==> config.mk <==
export PLATFORM = sky130hd
export DESIGN_NAME = blink_rx
export DESIGN_NICKNAME = d
export VERILOG_FILES = /design/src/rtl/blink_rx.sv
export SDC_FILE = /design/constraint.sdc
export NUM_CORES = 1
export LEC_CHECK = 0
export ABC_CLOCK_PERIOD_IN_PS = 4800
export CORE_MARGIN = 1
export CORE_UTILIZATION = 62
export CTS_CLUSTER_DIAMETER = 60
export DETAILED_ROUTE_END_ITERATION = 10
export GPL_TIMING_DRIVEN = 0
export MAX_ROUTING_LAYER = met4
export PLACE_DENSITY_LB_ADDON = 0.25
export SYNTH_ARGS = -nofsm -noshare
export SYNTH_HDL_FRONTEND = slang
export SYNTH_SLANG_ARGS = --single-unit
==> constraint.sdc <==
create_clock -name clk -period 4.8 [get_ports clk]
set_clock_uncertainty 0.1 [all_clocks]
set_input_delay 0.96 -clock clk [delete_from_list [all_inputs] [get_ports clk]]
set_output_delay 0.96 -clock clk [all_outputs]
set_load 0.01 [all_outputs]
==> src/rtl/blink_rx.sv <==
// Receiver for blink/square-wave inputs: synchronizes, detects toggles, measures half-period, reports lock/LOS.
// Optional glitch filter enabled by defining BLINK_RX_GLITCH_FILTER_EN.
module blink_rx #(
  parameter int unsigned BOARD_CLOCK_FREQUENCY_IN_HZ = 100_000_000,
  parameter int unsigned INPUT_CLOCK_FREQUENCY_IN_HZ = 1,
  parameter int unsigned TOLERANCE_PERCENT           = 10,
  parameter int unsigned LOCK_COUNT                  = 4,
`ifdef BLINK_RX_GLITCH_FILTER_EN
  parameter int unsigned FILTER_CYCLES               = 3,
`endif
  localparam int unsigned NOM     = BOARD_CLOCK_FREQUENCY_IN_HZ / (2 * INPUT_CLOCK_FREQUENCY_IN_HZ),
  localparam int unsigned TIMEOUT = 2 * NOM,
  localparam int unsigned CW      = $clog2(TIMEOUT + 1)
) (
  input  logic          clk,
  input  logic          rst,
  input  logic          blink_in,
  output logic          edge_tick,
  output logic [CW-1:0] half_period,
  output logic          period_valid,
  output logic          in_window,
  output logic          locked,
  output logic          timeout
);

  localparam int unsigned LO = NOM - (NOM * TOLERANCE_PERCENT) / 100;
  localparam int unsigned HI = NOM + (NOM * TOLERANCE_PERCENT) / 100;
  localparam int unsigned LW = $clog2(LOCK_COUNT + 1);

  typedef enum logic [1:0] {IDLE, ARMED, TRACK} state_t;

  state_t          r_state, w_state_nx;
  logic            r_s1, r_s2, r_p;
  logic            w_toggle;
  logic [CW-1:0]   r_cnt;
  logic            w_cnt_sat;
  logic [CW:0]     w_interval;
  logic [CW-1:0]   w_hp_meas;
  logic            w_in_win;
  logic [LW-1:0]   r_lock_cnt, w_lock_cnt_nx;
  logic            r_tick, w_tick_nx;
  logic [CW-1:0]   r_hp, w_hp_nx;
  logic            r_pv, w_pv_nx;
  logic            r_inw, w_inw_nx;
  logic            r_locked, w_locked_nx;
  logic            r_timeout, w_timeout_nx;

  always_ff @(posedge clk or negedge rst) begin
    if (!rst) begin
      r_s1 <= 1'b0;
      r_s2 <= 1'b0;
    end else begin
      r_s1 <= blink_in;
      r_s2 <= r_s1;
    end
  end

`ifdef BLINK_RX_GLITCH_FILTER_EN
  localparam int unsigned FW = (FILTER_CYCLES > 1) ? $clog2(FILTER_CYCLES) : 1;
  logic [FW-1:0] r_flt;
  logic          w_diff;

  // A new level must persist FILTER_CYCLES samples before it becomes the accepted level.
  assign w_diff   = (r_s2 != r_p);
  assign w_toggle = w_diff && (r_flt == FW'(FILTER_CYCLES - 1));

  always_ff @(posedge clk or negedge rst) begin
    if (!rst) begin
      r_flt <= '0;
      r_p   <= 1'b0;
    end else begin
      if (!w_diff || w_toggle) r_flt <= '0;
      else                     r_flt <= r_flt + 1'b1;
      if (w_toggle) r_p <= r_s2;
    end
  end
`else
  assign w_toggle = (r_s2 != r_p);

  always_ff @(posedge clk or negedge rst) begin
    if (!rst) r_p <= 1'b0;
    else      r_p <= r_s2;
  end
`endif

  assign w_cnt_sat  = (r_cnt == CW'(TIMEOUT));
  assign w_interval = {1'b0, r_cnt} + 1'b1;
  assign w_hp_meas  = w_interval[CW] ? '1 : w_interval[CW-1:0];
  assign w_in_win   = (w_interval >= (CW+1)'(LO)) && (w_interval <= (CW+1)'(HI));

  always_ff @(posedge clk or negedge rst) begin
    if (!rst)            r_cnt <= '0;
    else if (w_toggle)   r_cnt <= '0;
    else if (!w_cnt_sat) r_cnt <= r_cnt + 1'b1;
  end

  always_ff @(posedge clk or negedge rst) begin
    if (!rst) begin
      r_state    <= IDLE;
      r_lock_cnt <= '0;
      r_tick     <= 1'b0;
      r_hp       <= '0;
      r_pv       <= 1'b0;
      r_inw      <= 1'b0;
      r_locked   <= 1'b0;
      r_timeout  <= 1'b0;
    end else begin
      r_state    <= w_state_nx;
      r_lock_cnt <= w_lock_cnt_nx;
      r_tick     <= w_tick_nx;
      r_hp       <= w_hp_nx;
      r_pv       <= w_pv_nx;
      r_inw      <= w_inw_nx;
      r_locked   <= w_locked_nx;
      r_timeout  <= w_timeout_nx;
    end
  end

  always_comb begin
    w_state_nx    = r_state;
    w_lock_cnt_nx = r_lock_cnt;
    w_tick_nx     = w_toggle;
    w_hp_nx       = r_hp;
    w_pv_nx       = r_pv;
    w_inw_nx      = r_inw;
    w_locked_nx   = r_locked;
    w_timeout_nx  = r_timeout;
    case (r_state)
      IDLE: begin
        if (w_toggle) begin
          w_state_nx   = ARMED;
          w_timeout_nx = 1'b0;
        end
      end
      ARMED, TRACK: begin
        // A toggle coinciding with counter saturation is measured, not timed out.
        if (w_toggle) begin
          w_state_nx   = TRACK;
          w_hp_nx      = w_hp_meas;
          w_pv_nx      = 1'b1;
          w_inw_nx     = w_in_win;
          w_timeout_nx = 1'b0;
          if (w_in_win) begin
            if (r_lock_cnt != LW'(LOCK_COUNT)) w_lock_cnt_nx = r_lock_cnt + 1'b1;
            w_locked_nx = (w_lock_cnt_nx == LW'(LOCK_COUNT));
          end else begin
            w_lock_cnt_nx = '0;
            w_locked_nx   = 1'b0;
          end
        end else if (w_cnt_sat) begin
          w_state_nx    = IDLE;
          w_timeout_nx  = 1'b1;
          w_pv_nx       = 1'b0;
          w_inw_nx      = 1'b0;
          w_locked_nx   = 1'b0;
          w_lock_cnt_nx = '0;
        end
      end
      default: w_state_nx = IDLE;
    endcase
  end

  assign edge_tick    = r_tick;
  assign half_period  = r_hp;
  assign period_valid = r_pv;
  assign in_window    = r_inw;
  assign locked       = r_locked;
  assign timeout      = r_timeout;

endmodule

==> reports/metrics.cfg <==
[outcome]
result_of_the_run = completed

[timing]
rsz0062_at_grt = no
timing.fmax_mhz = 279.5
hold_viol = 0
timing_worst_slew_pin_value_ns = 0.9240
finalWorstPathRequiredPeriod_ns = 3.577
share_of_the_clock_period_used_by_the_worst_path_after_layout_pct = 74.53
finalSetupViolations = 0
maxSlewHeadroom_pct = 38.12
tns_ns = 0
final-max-slew-violation-count = 0

[critical_path]
critical_path.reg2reg.endpoint = r_lock_cnt[1]$_DFFE_PN0P_
highest_net_fanout_along_the_worst_path = 9
cp.arrival_ns = 3.72
cp-end-kind = flop
worstReg2RegStart = r_cnt[0]$_DFFE_PN0P_
worst-setup-path-type = reg -> reg
critPathRequiredTime_ns = 4.94
reg2reg_setup_slack_ns = 1.22
cp-start-kind = flop
ff2ff_path_depth = 10

[hold_path]
min-delay-path-class = reg -> reg
worst_hold_path.endpoint = r_s2$_DFF_PN0_
hp-start = r_s1$_DFF_PN0_
hold_depth = 0

[die]
effective_utilization_at_floorplan_pct = 65.48
io_pins = 35
die_boundary_width_um = 78.73
die_area_um2 = 6198
placeableCoreArea_um2 = 5574
fp.dieH_um = 78.73
row_count = 27

[detailed_routing]
routed_wl_um = 9074
drt-wirelength-per-cell_um = 17.59
drtAntennaViolNets = 0
first_iter_violations = 310
drt_drc_violations_left = 0
vias_per_cell = 6.273
dr.pass1.iters = 5
routed-via-count = 3237

[yosys]
synth.most_common_cell = dfrtp_1
synth-seq-area-share_pct = 45.94
yosys_warnings = 0
synth.area.top_cells = dfrtp_1, nor2_1, a21oi_1, xnor2_1, xor2_1
yosys.area.top_type_share_pct = 45.94
synth_enable_flop_cells = 0
synth.avg_cell_area_um2 = 9.263
fraction_of_synthesis_flops_using_an_asynchronous_set_or_reset_pin_pct = 100.0
mappedNetlistArea_um2 = 3650
mappedNetlistNets = 403
yosys_most_used_dff = dfrtp_1
synth-seq-cells = 67
synth_largest_area_cell = dfrtp_1
syn-instance-count = 394
synth.lib_cells_used.distinct = 59
synth_commonest_cells = dfrtp_1, nor2_1, a21oi_1, nand2_1, nand3_1

[clock_network]
ctsHoldBuffers = 0
cts_tree = built
clock_tree.htree_level_count = 3
postCtsSetupRepairBufs = 0
cts-root-to-sink-buffers = 2
clk_root_buffer_cell = clkbuf_8
post_cts_resized = 0
cts.sinks = 67
cts_made_buffers = 9
clk-insertion-delay-late_ns = 0.36
clk_pin_slew_ns = 0.08

[pwr]
ir_worst_vdd_mv = 0.3538
power_per_cell_area_nw_per_um2 = 453.7
finalPower_mw = 1.942
cellLeakagePower_nw = 1.806

[grt]
grt.total_usage_pct = 33.01
grt_antenna_before_repair = 0
grt_pass1_wl_um = 15100
number_of_global_route_vias_before_repair = 3192
grt_start_max_net_pins = 68
globalRouteOverflowTotal = 0

[layout]
layout-drive-gt1-share_pct = 9.685
final_core_occ_pct = 76.79
num-nets-final = 448
antennaDiodeCount = 0
synthToLayoutAreaGrowth_pct = 17.28

[place]
place.gp.congestion = 0.9528
dp.final_hpwl_um = 6349
place.port_buffers = 34

[run]
cap_viol_max_count = 0

## registers in the layout, summed over array words and instances, names as in the netlist, 2 cells and up
register,cells
half_period,27
r_cnt,27
r_lock_cnt,3
r_state,2
## worst max-delay path by stage
stage / cells past startpoint / to / startpoint / slack, ns
6_report: 10 / r_lock_cnt[1]$_DFFE_PN0P_ / r_cnt[0]$_DFFE_PN0P_ / 1.22
5_1_grt: 10 / r_lock_cnt[1]$_DFFE_PN0P_ / r_cnt[0]$_DFFE_PN0P_ / 1.02
4_1_cts: 10 / r_lock_cnt[1]$_DFFE_PN0P_ / r_cnt[0]$_DFFE_PN0P_ / 1.33
3_5_place_dp: 10 / r_lock_cnt[1]$_DFFE_PN0P_ / r_cnt[0]$_DFFE_PN0P_ / 1.35
3_3_place_gp: 1 / r_lock_cnt[2]$_DFFE_PN0P_ / rst / 0.61
2_1_floorplan: 10 / locked$_DFFE_PN0P_ / r_cnt[0]$_DFFE_PN0P_ / 1.97
## stage by stage
stage	setup slack, ns	hold slack [ns]	cell area [um^2]	std cells
2_1_floorplan	1.966	0.2312	3650	394
5_1_grt	1.018	0.2771	4280	516
3_5_place_dp	1.352	0.2380	4078	500
4_1_cts	1.326	0.2651	4280	516
3_3_place_gp	0.6092	0.2477	4080	500
6_report	1.223	0.2636	4280	516
## layout by cell type (no fill, tap or decap), drive strengths merged, types with 2 or more instances in the layout
master / synthesis / final
dfrtp: 67 / 67
nor2: 63 / 63
a21oi: 37 / 37
clkdlybuf4s50: 0 / 33
nand2: 22 / 22
nand3: 21 / 21
clkbuf: 7 / 17
xnor2: 15 / 15
inv: 15 / 15
buf: 13 / 14
nor3: 12 / 12
xor2: 11 / 11
nand4: 9 / 9
nor4: 9 / 9
and3: 8 / 8
o21ai: 7 / 7
and2: 6 / 6
nor2b: 6 / 6
ha: 6 / 6
a211oi: 6 / 6
a31oi: 5 / 5
a21o: 5 / 5
clkinv: 1 / 5
or4: 4 / 4
nor4bb: 4 / 4
and4: 3 / 3
o211ai: 3 / 3
mux2i: 2 / 2
or3: 2 / 2
nand2b: 2 / 2
nand4b: 2 / 2
a221oi: 2 / 2
a22o: 2 / 2
## metal layers
layer | part of all wire, % | vias to the layer above | global-route usage (%)
met5 | 0 | - | -
met4 | 2.7 | 0 | 15.37
met3 | 6.0 | 30 | 5.057
met2 | 48 | 157 | 50.70
met1 | 44 | 1558 | 43.37
li1 | - | 1492 | -
## kinds of logic after synthesis
logic type	after synthesis	synth area share [%]
compound gates	81	14.47
xor+xnor	26	6.239
fa+ha+maj	6	2.057
buf+inv	36	4.388
flops	67	45.94
mux	3	0.8570
simple gates	175	26.05
## worst max-delay path, stage by stage, from the launching register on
cell and delay, ns:
dfrtp_1 0.47, ha_1 0.22, nand4_2 0.23, nor3_1 0.68
and3_1 0.32, mux2_2 0.37, nor3_1 0.27, o2111ai_1 0.18
a22oi_2 0.28, nor2_1 0.12, a22o_1 0.20
## area by class of cell
| class | count | area (um^2) |
|---|---|---|
| multi-input combinational | 291 | 1813 |
| sequential | 67 | 1677 |
| fill | 408 | 1294 |
| timing repair buffer | 34 | 337.8 |
| clock buffer | 10 | 137.6 |
| buffer | 20 | 100.1 |
| tap | 72 | 90.09 |
| clock inverter | 6 | 65.06 |
| inverter | 16 | 60.06 |
## where the power goes
group / internal [mW] / switching [mW] / total, mW / leakage, nW
Sequential: 0.700 / 0.0715 / 0.772 / 0.861
Combinational: 0.320 / 0.367 / 0.687 / 0.843
Clock: 0.254 / 0.229 / 0.483 / 0.102
(Power assumes the default switching activity.)
